$ cat config.mk
export PLATFORM = sky130hd
export DESIGN_NAME = pipo_write_arbiter
export DESIGN_NICKNAME = d
export VERILOG_FILES = /design/src/rtl/pipo_write_arbiter.sv
export SDC_FILE = /design/constraint.sdc
export NUM_CORES = 1
export LEC_CHECK = 0
export ABC_AREA = 1
export CAP_MARGIN = 40
export CORE_MARGIN = 8
export CORE_UTILIZATION = 45
export DETAILED_ROUTE_END_ITERATION = 8
export GPL_TIMING_DRIVEN = 1
export PLACE_DENSITY = 0.73
export SLEW_MARGIN = 5
export SYNTH_ARGS = -nofsm -noshare
export SYNTH_HDL_FRONTEND = slang
export SYNTH_SLANG_ARGS = --single-unit
$ cat constraint.sdc
create_clock -name clk -period 7.25 [get_ports clk]
set_input_delay 2.175 -clock clk [delete_from_list [all_inputs] [get_ports clk]]
set_output_delay 2.175 -clock clk [all_outputs]
set_load 0.005 [all_outputs]
$ cat src/rtl/pipo_write_arbiter.sv
// rtl/pipo_write_arbiter.sv - round-robin write arbiter in front of a shared PIPO register
//
// Purpose:
//   Shares one WIDTH-bit PIPO register between NUM_REQ writers. An IDLE -> LOAD -> HOLD
//   sequence picks one requester at a time in round-robin order. The sequence latches
//   that requester's data and pulses its grant together with the register load strobe.
//   It then keeps the register stable for HOLD_CYCLES cycles.
//
// Ports:
//   clk       in   1                rising-edge clock
//   rst       in   1                asynchronous active-high reset
//   req       in   NUM_REQ          per-requester write request (level)
//   wdata     in   NUM_REQ*WIDTH    flattened write data, requester i at [i*WIDTH +: WIDTH]
//   gnt       out  NUM_REQ          one-hot grant pulse, coincident with reg_load
//   reg_load  out  1                load strobe to the PIPO register
//   reg_in    out  WIDTH            data to the PIPO register
//   busy      out  1                high while in LOAD or HOLD
//   last_src  out  IW               index of the most recent writer
module pipo_write_arbiter #(
  parameter int NUM_REQ     = 4,
  parameter int WIDTH       = 4,
  parameter int HOLD_CYCLES = 1,
  localparam int IW         = (NUM_REQ > 1) ? $clog2(NUM_REQ) : 1
) (
  input  logic                     clk,
  input  logic                     rst,
  input  logic [NUM_REQ-1:0]       req,
  input  logic [NUM_REQ*WIDTH-1:0] wdata,
  output logic [NUM_REQ-1:0]       gnt,
  output logic                     reg_load,
  output logic [WIDTH-1:0]         reg_in,
  output logic                     busy,
  output logic [IW-1:0]            last_src
);

  typedef enum logic [1:0] {S_IDLE, S_LOAD, S_HOLD} state_t;

  state_t               state, state_nxt;
  logic [IW-1:0]        rr_ptr;
  logic [3:0]           hold_cnt;
  logic                 found;
  logic [IW-1:0]        win;
  logic [WIDTH-1:0]     win_data;
  logic                 hold_done;
  logic [NUM_REQ-1:0]   gnt_nxt;
  logic                 load_nxt;
  logic                 busy_nxt;
  int                   best_d;
  int                   d;

  // Winner is the set request with the smallest forward distance from rr_ptr.
  always_comb begin
    found    = |req;
    win      = '0;
    win_data = '0;
    best_d   = NUM_REQ;
    d        = 0;
    for (int i = 0; i < NUM_REQ; i++) begin
      if (req[i]) begin
        d = (i + NUM_REQ - int'(rr_ptr)) % NUM_REQ;
        if (d < best_d) begin
          best_d = d;
          win    = IW'(i);
        end
      end
    end
    for (int i = 0; i < NUM_REQ; i++) begin
      if (win == IW'(i)) win_data = wdata[i*WIDTH +: WIDTH];
    end
  end

  assign hold_done = (hold_cnt == 4'(HOLD_CYCLES - 1));

  // State register and the datapath registers that follow it.
  always_ff @(posedge clk or posedge rst) begin
    if (rst) begin
      state    <= S_IDLE;
      rr_ptr   <= '0;
      hold_cnt <= '0;
      gnt      <= '0;
      reg_load <= 1'b0;
      reg_in   <= '0;
      busy     <= 1'b0;
      last_src <= '0;
    end else begin
      state    <= state_nxt;
      gnt      <= gnt_nxt;
      reg_load <= load_nxt;
      busy     <= busy_nxt;
      hold_cnt <= (state == S_HOLD) ? hold_cnt + 4'd1 : 4'd0;
      // Data and source are captured at the arbitration edge; later wdata changes are ignored.
      if (state == S_IDLE && found) begin
        reg_in   <= win_data;
        last_src <= win;
      end
      if (state == S_LOAD) begin
        rr_ptr <= (last_src == IW'(NUM_REQ - 1)) ? '0 : last_src + 1'b1;
      end
    end
  end

  // Next-state logic.
  always_comb begin
    state_nxt = state;
    case (state)
      S_IDLE:  if (found) state_nxt = S_LOAD;
      S_LOAD:  state_nxt = (HOLD_CYCLES > 0) ? S_HOLD : S_IDLE;
      S_HOLD:  if (hold_done) state_nxt = S_IDLE;
      default: state_nxt = S_IDLE;
    endcase
  end

  // Next values of the registered outputs, derived from the upcoming state.
  always_comb begin
    gnt_nxt  = '0;
    load_nxt = (state_nxt == S_LOAD);
    busy_nxt = (state_nxt != S_IDLE);
    if (state == S_IDLE && found) gnt_nxt = NUM_REQ'(1) << win;
  end

endmodule

# Word level (Yosys, flattened, before mapping)
# Cells that the tools add are included.
[totals] regBits=20 in_bits=22 wordCells=62
[classes] n_addsub=6 magnitude_cmp=4 n_eq_ne=7 n_shift=1 n_mux=22 bitwise_logic=4 n_reduce_logical=10
[op_table] operator="two-way mux 32 bit" count=6
[op_table] operator="< comparator 3 x 32 -> 1 bit" count=3
[op_table] operator="two-way mux 4 bit" count=6
[op_table] operator="subtractor 3 x 2 -> 4 bit, first input constant" count=4
[op_table] operator="two-way mux 2 bit" count=7
[op_table] operator="== test 2 bit, second input constant" count=4
[op_table] operator="OR reduction 2 bit" count=4
[op_table] operator="== test 2 x 1 -> 1 bit, second input constant" count=3
[op_table] operator="case mux 2 bit (3 select lines)" count=1
[op_table] operator="adder 4 x 1 -> 4 bit, second input constant" count=1
[op_table] operator="AND 1 bit" count=4
[op_table] operator="logical NOT 2 bit" count=2
[op_table] operator="logical NOT 4 bit" count=1
[op_table] operator="< comparator 3 x 4 -> 1 bit, second input constant" count=1
[op_table] operator="OR reduction 4 bit" count=1
[op_table] operator="<< shifter 1 x 2 -> 4 bit, first input constant" count=1
[op_table] operator="adder 2 x 1 -> 2 bit, second input constant" count=1
[op_table] operator="two-way mux 1 bit" count=2
[op_table] operator="nonzero test 2 bit" count=1
[op_table] operator="logical AND 1 bit" count=1

# Logic depth before layout (Yosys ltp)
# Gate-level depths: netlist of run 1.
[logic_depth] word_depth=20 mapped_depth=23

# Worst setup path after synthesis of run 1
# No wires, ideal clock.
[synth_path] path_type="input to register" from="input req[0]" to="register reg_in[2]" setup_ps=116 t_arrival_ps=4165 t_required_ps=7134 path_slack_ps=2968 cell_stages=22 cell_sequence="nand2_1 clkinv_1 o22ai_1 nand2_1 ha_1 inv_1 nor2_1 nand2_1 nand3_1 nand2_1 o21ai_0 ha_1 inv_1 a21oi_1 nand2_1 nand2_1 nand2_2 nand2_4 buf_6 o2111ai_1 nand2_1 nand2_1"
[synth_via] elab_chain_len=15
[synth_lines] element="start: declaration" line="27" rtl="input logic [NUM_REQ-1:0] req,"
[synth_lines] element="two-way mux 32 bit" line="59" rtl="if (req[i]) begin"
[synth_lines] element="< comparator 3 x 32 -> 1 bit" line="61" rtl="if (d < best_d) begin"
[synth_lines] element="two-way mux 32 bit" line="61"
[synth_lines] element="two-way mux 32 bit" line="59"
[synth_lines] element="< comparator 3 x 32 -> 1 bit" line="61"
[synth_lines] element="two-way mux 32 bit" line="61"
[synth_lines] element="two-way mux 32 bit" line="59"
[synth_lines] element="< comparator 3 x 32 -> 1 bit" line="61"
[synth_lines] element="two-way mux 2 bit" line="61"
[synth_lines] element="two-way mux 2 bit" line="59"
[synth_lines] element="logical NOT 2 bit" line="68" rtl="if (win == IW'(i)) win_data = wdata[i*WIDTH +: WIDTH];"
[synth_lines] element="two-way mux 4 bit (4 in series)" line="68"
[synth_lines] element="end signal: assignment" line="93" rtl="reg_in <= win_data;"
[synth_lines] element="end: declaration" line="31" rtl="output logic [WIDTH-1:0] reg_in,"
# Several ways; a longest one is shown, not always the timed one.
# A chain may end at the register's enable or synchronous reset.

# Worst setup path in the final report of run 1
[layout_path] from="input req[0]" to="register reg_in[1]"
# Same word-level chain as after synthesis.

==> results of run 1 <==
## kinds of logic (layout without fill, tap and decap cells)
family,after synthesis,after routing,synth area share
fa+ha+maj,5,5,0.05519
simple gates,81,81,0.3389
compound gates,9,9,0.04967
flops,20,20,0.4415
xor+xnor,3,3,0.02318
buf+inv,25,61,0.09162
## power by group
group | internal, mW | switching (mW) | total [mW]
clock | 0.0558 | 0.0361 | 0.0919
combinational | 0.151 | 0.199 | 0.350
sequential | 0.155 | 0.0325 | 0.188
## sequential cells by signal (all words and copies together), names as in the netlist
| register | cells |
|---|---|
| gnt | 4 |
| state | 2 |
| rr_ptr | 2 |
| hold_cnt | 4 |
| busy | 1 |
| reg_in | 4 |
| last_src | 2 |
| reg_load | 1 |
## area by class of cell
| class | instances | area, um2 |
|---|---|---|
| flip-flops and latches | 20 | 500.5 |
| multi-input cells | 98 | 529.3 |
| clock buffers | 3 | 22.52 |
| clock inverters | 1 | 30.03 |
| well taps | 30 | 37.54 |
| fillers | 225 | 889.6 |
| repair buffers | 33 | 330.3 |
| inverters | 24 | 92.59 |
## path summary, 6_finish.rpt
check	from	end	slack [ns]	cells past startpoint
max	req[0]	reg_in[1]	2.33	23
min in group asynchronous	rst	hold_cnt[3]	2.30	2
max in group asynchronous	rst	gnt[1]	4.47	2
min reg2reg	hold_cnt[0]	hold_cnt[0]	0.50	1
min	hold_cnt[0]	hold_cnt[0]	0.50	1
max reg2reg	rr_ptr[0]	reg_in[1]	4.22	22
## worst register-to-register path, cell delays in order (launching register included)
cell and delay (ns):
dfrtp_1 0.47, nand2_1 0.10, clkinv_1 0.09, o22ai_1 0.14, nand2_1 0.10, ha_1 0.29
inv_1 0.05, nor2_1 0.04, nand2_1 0.08, nand3_1 0.17, nand2_1 0.11, o21ai_0 0.11
ha_1 0.29, inv_1 0.04, a21oi_1 0.13, nand2_1 0.08, nand2_1 0.07, nand2_2 0.08
nand2_4 0.16, nand2_2 0.11, nor2_2 0.15, nand2_1 0.08, nand3_1 0.06
## layout by cell type (no fill, tap or decap), drive strengths merged
cell type	netlist	routed
nand2	42	42
clkdlybuf4s50	0	33
inv	22	22
dfrtp	20	20
nand3	18	18
nor2	16	16
ha	5	5
clkbuf	0	3
o21ai	3	3
nor3	3	3
clkinv	2	2
xnor2	2	2
nand4	1	1
a21oi	1	1
or2	1	1
o2111ai	1	1
o22ai	1	1
o21bai	1	1
xor2	1	1
o31ai	1	1
a31oi	1	1
bufinv	0	1
## cell usage after synthesis, drive strengths merged (2+ instances only)
cell	count	area, um2
clkinv	2	7.510
nand3	18	95.09
inv	22	85.09
ha	5	62.56
xnor2	2	17.52
nor3	3	26.28
o21ai	3	15.01
nand2	42	175.2
nor2	16	72.57
dfrtp	20	500.5
## through the flow
| step | area (um2) | hold slack [ns] | std cells | setup WS (ns) | power, mW |
|---|---|---|---|---|---|
| global placement | 1490 | 0.4696 | 205 | 2.286 | 0.5202 |
| global route | 1543 | 0.5170 | 209 | 2.053 | 0.6913 |
| detailed placement | 1490 | 0.4844 | 205 | 2.098 | 0.5404 |
| finish | 1543 | 0.5004 | 209 | 2.328 | 0.6295 |
| CTS | 1543 | 0.5010 | 209 | 2.333 | 0.6362 |
| floorplan | 1134 | 0.4541 | 143 | 2.968 | 0.4166 |
## metal layers
metal / vias up / global-route usage / wire length [um]
met4: 0 / 0.06133 / 34
met1: 497 / 0.1580 / 1215
li1: 523 / - / -
met3: 4 / 0.03898 / 153
met2: 31 / 0.2509 / 1437
met5: - / 0 / 0
==> impl_metrics.env, run 1 <==
export IMPL_timing_hold_violations_final=0
export IMPL_cts_hold_buffers=0
export IMPL_clock_sinks=20
export IMPL_cts_tree="done"
export IMPL_finalMaxSlewViolations=0
export IMPL_crit_top_cell="nand2_1"
export IMPL_fin_setup_tns_ns=0
export IMPL_setup_viol=0
export IMPL_wirelength_mm=2.840
export IMPL_grt_usage=0.1434
export IMPL_fp_row_count=18
export IMPL_routedWlPerCell_um=13.59
export IMPL_gp_congestion=0.9402
export IMPL_via_count=1055
export IMPL_slew_headroom=0.4813
export IMPL_cts_max_level=1
export IMPL_ant_nets=0
export IMPL_cts_buffers=3
export IMPL_vdd_ir_drop_max_uv=211.5
export IMPL_syn_area_per_cell_um2=7.927
export IMPL_finalCritPeriodShare=0.6789
export IMPL_critical_path_class="in -> reg"
export IMPL_ys_ff_latch=20
export IMPL_path_cells="clkdlybuf4s50_1 > nand2_1 > clkinv_1 > o22ai_1 > nand2_1 > ha_1 > inv_1 > nor2_1 > nand2_1 > nand3_1 > nand2_1 > o21ai_0 > ha_1 > inv_1 > a21oi_1 > nand2_1 > nand2_1 > nand2_2 > nand2_4 > nand2_2 > nor2_2 > nand2_1 > nand3_1"
export IMPL_hold_class="reg -> reg"
export IMPL_vias_per_cell=5.048
export IMPL_syn_instance_count=143
export IMPL_clk_pin_slew_worst_paths_ns=0.12
export IMPL_timing_fmax_mhz=203.2
export IMPL_end_kind="flip-flop"
export IMPL_grt_pass1_vias=1152
export IMPL_synth_edf_count=0
export IMPL_io_pins=34
export IMPL_rsz0062_at_grt="false"
export IMPL_drive_gt1_frac=0.1006
export IMPL_fin_crit_ns=4.922
export IMPL_max_stage_delay_ns=0.47
export IMPL_synth_seq_area_share=0.4415
export IMPL_coreArea_um2=2432
export IMPL_drc_errors=0
export IMPL_diodes=0
export IMPL_grt_overflow=0
export IMPL_status="complete, no violations"
export IMPL_antenna_found_initial=0
export IMPL_grt_pass1_wl_mm=4.947
export IMPL_cts_setup_buffers=0
export IMPL_port_buffers=33
export IMPL_syn_num_nets=170
export IMPL_drtIter0Drc=14
export IMPL_grt_max_degree=21
export IMPL_power_leakage_nw=0.7752
export IMPL_place_detailed_hpwl_mm=2.260
export IMPL_die_h_um=66.19
export IMPL_worstPathMaxFanout=15
export IMPL_cpLargestDelayFamily="simple AND/OR/NAND/NOR gates"
export IMPL_area_growth_pct=36.09
export IMPL_cts_buffer_depth=2
export IMPL_crit_buf_inv=4
export IMPL_crit_slowest_cell="clkdlybuf4s50_1"
export IMPL_root_buffer="clkbuf_4"
export IMPL_synth_area_um2=1134
export IMPL_async_flop_share=1.000
export IMPL_dr_pass1_iters=4
export IMPL_worstSkewPairLatency_ns=0.30
export IMPL_setup_worst_path_start_class="input port"
export IMPL_pwr_density_cell_nw_per_um2=408.0
export IMPL_worst_pin_slew_ns=0.7772
export IMPL_ys_warn_count=0
export IMPL_drv_cap=0
export IMPL_final_core_util=0.6343
export IMPL_dieArea_um2=4381
export IMPL_synthFlopType="dfrtp_1"
export IMPL_fin_skew_ns=0.004397
export IMPL_ctsResizeCount=0
export IMPL_die_x_um=66.19
export IMPL_start_util=0.4660
export IMPL_cp_required_ns=7.50
export IMPL_cp_arrival_ns=5.17
export IMPL_nets=207
export IMPL_synth_cell_types=29
Note: power is estimated with default switching activity, not from simulation.
==> run 2: changes to the inputs <==
--- a/config.mk
+++ b/config.mk
@@ -8,10 +8,10 @@
 export ABC_AREA = 1
 export CAP_MARGIN = 40
 export CORE_MARGIN = 8
-export CORE_UTILIZATION = 45
+export CORE_UTILIZATION = 41
 export DETAILED_ROUTE_END_ITERATION = 8
 export GPL_TIMING_DRIVEN = 1
-export PLACE_DENSITY = 0.73
+export PLACE_DENSITY = 0.7
 export SLEW_MARGIN = 5
 export SYNTH_ARGS = -nofsm -noshare
 export SYNTH_HDL_FRONTEND = slang
==> constraint.sdc (replaced) <==
create_clock -name clk -period 4.34 [get_ports clk]
set_input_delay 1.302 -clock clk [delete_from_list [all_inputs] [get_ports clk]]
set_output_delay 1.302 -clock clk [all_outputs]
set_load 0.005 [all_outputs]
==> run 2 against run 1 <==
Core utilization down 6.0 points. Final cell count grew 0.48%. Routed wire length shrank 6.8%. First-iteration DRC count rose by 86%. Critical path depth is the same. Highest routed layer unchanged.
==> impl_metrics.env, run 2 (synthesized netlist as in run 1, its figures left out) <==
export IMPL_status="complete, no violations"
export IMPL_finalMaxSlewViolations=0
export IMPL_timing_fmax_mhz=255.1
export IMPL_worst_pin_slew_ns=0.7470
export IMPL_via_count=1039
export IMPL_clock_sinks=20
export IMPL_drtIter0Drc=26
export IMPL_ctsResizeCount=0
export IMPL_cts_max_level=1
export IMPL_final_common_cell="nand2_1"
export IMPL_pwr_density_cell_nw_per_um2=672.0
export IMPL_grt_usage=0.1246
export IMPL_ant_nets=0
export IMPL_final_cell_area_um2=1544
export IMPL_dieArea_um2=4703
export IMPL_rsz0062_at_grt="false"
export IMPL_fp_row_count=19
export IMPL_worstPathMaxFanout=15
export IMPL_cts_hold_buffers=0
export IMPL_grt_pass1_vias=1065
export IMPL_vdd_ir_drop_max_uv=357.2
export IMPL_dpl_cell_area_um2=1491
export IMPL_timing_hold_violations_final=0
export IMPL_cts_tree="done"
export IMPL_coreArea_um2=2686
export IMPL_die_x_um=68.58
export IMPL_hold_class="reg -> reg"
export IMPL_port_buffers=33
export IMPL_drc_errors=0
export IMPL_place_detailed_hpwl_mm=2.168
export IMPL_layout_common_cells="nand2_1, clkdlybuf4s50_1, dfrtp_1"
export IMPL_cp_required_ns=4.59
export IMPL_fin_setup_tns_ns=0
export IMPL_end_kind="flip-flop"
export IMPL_grt_pass1_wl_mm=4.457
export IMPL_drv_cap=0
export IMPL_setup_worst_path_start_class="input port"
export IMPL_cts_setup_buffers=0
export IMPL_setup_viol=0
export IMPL_grt_overflow=0
export IMPL_gp_congestion=0.8808
export IMPL_cts_buffer_depth=2
export IMPL_diodes=0
export IMPL_nets=207
export IMPL_cts_buffers=3
export IMPL_routedWlPerCell_um=12.60
export IMPL_die_h_um=68.58
export IMPL_grt_max_degree=21
export IMPL_critical_path_class="in -> reg"
export IMPL_vias_per_cell=4.948
export IMPL_start_util=0.4220
export IMPL_io_pins=34
export IMPL_dr_pass1_iters=4
export IMPL_drive_gt1_frac=0.1006
export IMPL_slew_headroom=0.5014
export IMPL_worstSkewPairLatency_ns=0.31
export IMPL_fin_crit_ns=3.920
export IMPL_fin_skew_ns=0.003612
export IMPL_area_growth_pct=36.20
export IMPL_largestRegisters="gnt x4, hold_cnt x4, reg_in x4"
export IMPL_antenna_found_initial=0
export IMPL_wirelength_mm=2.646
export IMPL_finalCritPeriodShare=0.9033
export IMPL_cp_arrival_ns=4.18
export IMPL_clk_pin_slew_worst_paths_ns=0.12
export IMPL_root_buffer="clkbuf_4"
export IMPL_power_leakage_nw=0.7752
## run 2: area by class of cell
type | instances | area [um2]
flip-flops and latches | 20 | 500.5
multi-input cells | 98 | 529.3
inverters | 24 | 92.59
clock buffers | 3 | 22.52
repair buffers | 33 | 330.3
well taps | 31 | 38.79
clock inverters | 1 | 30.03
fillers | 246 | 1142
## run 2: critical path, cell delays in order
cell	delay, ns
clkdlybuf4s50_1	0.45
nand2_1	0.09
clkinv_1	0.08
o22ai_1	0.12
nand2_1	0.10
ha_1	0.28
inv_1	0.06
nor2_1	0.04
nand2_1	0.07
nand3_1	0.17
nand2_1	0.11
o21ai_0	0.08
ha_1	0.28
inv_1	0.03
a21oi_1	0.10
nand2_1	0.06
nand2_1	0.07
nand2_2	0.08
nand2_4	0.16
nand2_2	0.11
nor2_2	0.16
nand2_1	0.08
nand3_1	0.06
## run 2: final timing paths
check | startpoint | end | slack [ns] | cells past startpoint
max | req[0] | reg_in[0] | 0.42 | 23
min | hold_cnt[0] | hold_cnt[0] | 0.51 | 1
max reg2reg | rr_ptr[0] | reg_in[0] | 1.39 | 22
min reg2reg | hold_cnt[0] | hold_cnt[0] | 0.51 | 1
max in group asynchronous | rst | rr_ptr[0] | 2.46 | 2
min in group asynchronous | rst | hold_cnt[1] | 1.42 | 2
## run 2: report_power, final
| group | internal (mW) | switching (mW) |
|---|---|---|
| clock network | 0.0934 | 0.0616 |
| logic | 0.251 | 0.315 |
| registers | 0.259 | 0.0573 |
| total | 0.603 | 0.434 |
## run 2: per-layer routing
layer | global-route usage | wire length (um)
met5 | 0 | 0
met4 | 0.06394 | 38
met3 | 0.04039 | 170
met2 | 0.2276 | 1361
met1 | 0.1227 | 1076
## run 2: per-stage QoR
step	setup WS (ns)	total power [mW]	cells	utilization	hold slack, ns
final	0.4198	1.038	210	0.5748	0.5080
after global routing	0.1351	1.138	210	0.5748	0.5292
after CTS	0.4424	1.053	210	0.5748	0.5119
after detailed placement	0.1158	0.8919	206	0.5552	0.4879
after global placement	0.2420	0.8748	206	0.5552	0.4729
after floorplan	0.9314	0.6959	143	-	0.4541
==> run 3: changes to the inputs <==
--- a/config.mk
+++ b/config.mk
@@ -8,10 +8,11 @@
 export ABC_AREA = 1
 export CAP_MARGIN = 40
 export CORE_MARGIN = 8
-export CORE_UTILIZATION = 41
+export CORE_UTILIZATION = 45
 export DETAILED_ROUTE_END_ITERATION = 8
+export DONT_BUFFER_PORTS = 1
 export GPL_TIMING_DRIVEN = 1
-export PLACE_DENSITY = 0.7
+export PLACE_DENSITY = 0.58
 export SLEW_MARGIN = 5
 export SYNTH_ARGS = -nofsm -noshare
 export SYNTH_HDL_FRONTEND = slang
==> run 3 against run 2 <==
Via count down 13%. Routed wire length shrank 9.5%. Sequential power rose by 4%. Clock skew increased by 0.0050 ns. Global-route usage is 0.60 points lower.
==> impl_metrics.env, run 3 (synthesized netlist as in run 1, its figures left out) <==
export IMPL_cts_hold_buffers=0
export IMPL_drive_gt1_frac=0.1233
export IMPL_fin_skew_ns=0.008611
export IMPL_die_x_um=66.19
export IMPL_max_stage_delay_ns=0.28
export IMPL_cts_tree="done"
export IMPL_crit_buf_inv=3
export IMPL_grt_usage=0.1186
export IMPL_pre_cts_ws_ns=0.6456
export IMPL_setup_viol=0
export IMPL_rsz0062_at_grt="false"
export IMPL_setup_worst_path_start_class="input port"
export IMPL_grt_max_degree=21
export IMPL_dieArea_um2=4381
export IMPL_ant_nets=0
export IMPL_grt_pass1_vias=907
export IMPL_area_growth_pct=6.953
export IMPL_hold_class="reg -> reg"
export IMPL_timing_fmax_mhz=293.5
export IMPL_coreArea_um2=2432
export IMPL_root_buffer="clkbuf_4"
export IMPL_worst_pin_slew_ns=0.7302
export IMPL_end_kind="flip-flop"
export IMPL_port_buffers=0
export IMPL_vias_per_cell=5.114
export IMPL_place_detailed_hpwl_mm=1.946
export IMPL_wirelength_mm=2.395
export IMPL_largestRegisters="gnt x4, hold_cnt x4, reg_in x4"
export IMPL_crit_top_cell="nand2_1"
export IMPL_dr_pass1_iters=4
export IMPL_whs_ns=0.4944
export IMPL_cp_required_ns=4.58
export IMPL_finalCritPeriodShare=0.7850
export IMPL_nets=174
export IMPL_timing_hold_violations_final=0
export IMPL_finalMaxSlewViolations=0
export IMPL_cts_max_level=1
export IMPL_nFillCells=236
export IMPL_vdd_ir_drop_max_uv=325.0
export IMPL_cts_setup_buffers=0
export IMPL_ctsResizeCount=0
export IMPL_cts_buffer_depth=2
export IMPL_critical_path_class="in -> reg"
export IMPL_cts_buffers=3
export IMPL_diodes=0
export IMPL_crit_slowest_cell="ha_1"
export IMPL_power_leakage_nw=0.6484
export IMPL_dpl_cell_area_um2=1160
export IMPL_drtIter0Drc=29
export IMPL_grt_pass1_wl_mm=4.105
export IMPL_clock_sinks=20
export IMPL_drc_errors=0
export IMPL_cp_arrival_ns=3.64
export IMPL_pwr_density_cell_nw_per_um2=761.8
export IMPL_worstPathMaxFanout=15
export IMPL_fp_row_count=18
export IMPL_drv_cap=0
export IMPL_via_count=900
export IMPL_gp_congestion=0.7659
export IMPL_fin_ws_ns=0.9330
export IMPL_clk_pin_slew_worst_paths_ns=0.12
export IMPL_layout_common_cells="nand2_1, dfrtp_1, inv_1"
export IMPL_fin_crit_ns=3.407
export IMPL_fin_setup_tns_ns=0
export IMPL_worstSkewPairLatency_ns=0.30
export IMPL_antenna_found_initial=0
export IMPL_routedWlPerCell_um=13.61
export IMPL_path_cells="nand2_1 > clkinv_1 > o22ai_1 > nand2_1 > ha_1 > inv_1 > nor2_1 > nand2_1 > nand3_1 > nand2_1 > o21ai_0 > ha_1 > inv_1 > a21oi_1 > nand2_1 > nand2_1 > nand2_2 > nand2_4 > nand2_2 > nor2_2 > nand2_1 > nand3_1"
export IMPL_grt_overflow=0
export IMPL_cpLargestDelayFamily="simple AND/OR/NAND/NOR gates"
export IMPL_final_common_cell="nand2_1"
export IMPL_slew_headroom=0.5127
export IMPL_regArea_um2=500.5
export IMPL_multiInputGateArea_um2=529.3
export IMPL_start_util=0.4660
export IMPL_die_h_um=66.19
export IMPL_final_cell_area_um2=1212
export IMPL_io_pins=34
export IMPL_status="complete, no violations"
==> run 3: cell types whose count changed in the layout (fill, tap and decap cells not counted) <==
cell / change
clkdlybuf4s50_1: -33
==> run 3: worst paths after layout <==
check	from	end	slack, ns	cells after the start
worst max register to register	rr_ptr[0]	reg_in[0]	1.44	22
worst min register to register	hold_cnt[0]	hold_cnt[0]	0.49	1
max in group asynchronous	rst	rr_ptr[1]	2.88	1
min in group asynchronous	rst	reg_in[3]	0.99	1
worst min-delay path	hold_cnt[0]	hold_cnt[0]	0.49	1
worst max-delay path	req[0]	reg_in[0]	0.93	22
==> run 3: routing by layer <==
metal / up-vias / share of wire / GRT usage
li1: 458 / - / -
met1: 404 / 0.46 / 0.1552
met4: 0 / 0.0063 / 0.04000
met2: 36 / 0.44 / 0.1785
met5: - / 0 / 0
met3: 2 / 0.095 / 0.03898
==> run 3: cell type report <==
cell class / instances / share of cell area
clock inverter: 1 / 0.02477
clock buffer: 3 / 0.01858
multi-input combinational: 98 / 0.4365
sequential: 20 / 0.4128
inverter: 24 / 0.07637
tap: 30 / 0.03096
==> run 3: worst register-to-register path: cells and delay by family (launching register included) <==
kind,cells,cell delay [ns]
compound gates,3,0.31
fa+ha+maj,2,0.55
buf+inv,3,0.15
flops,1,0.46
simple gates,14,1.39
==> run 3: stage by stage <==
stage / total power [mW] / std cells / utilization
4_1_cts: 0.9357 / 176 / 0.4985
6_report: 0.9236 / 176 / 0.4985
3_3_place_gp: 0.7708 / 172 / 0.4769
3_5_place_dp: 0.7820 / 172 / 0.4769
2_1_floorplan: 0.6959 / 143 / -
5_1_grt: 1.027 / 176 / 0.4985
==> run 3: power breakdown <==
group	switching [mW]	leakage, nW	internal, mW
Clock	0.0573	0.0279	0.0933
Combinational	0.289	0.365	0.156
Sequential	0.0680	0.256	0.260
Total	0.415	0.648	0.509
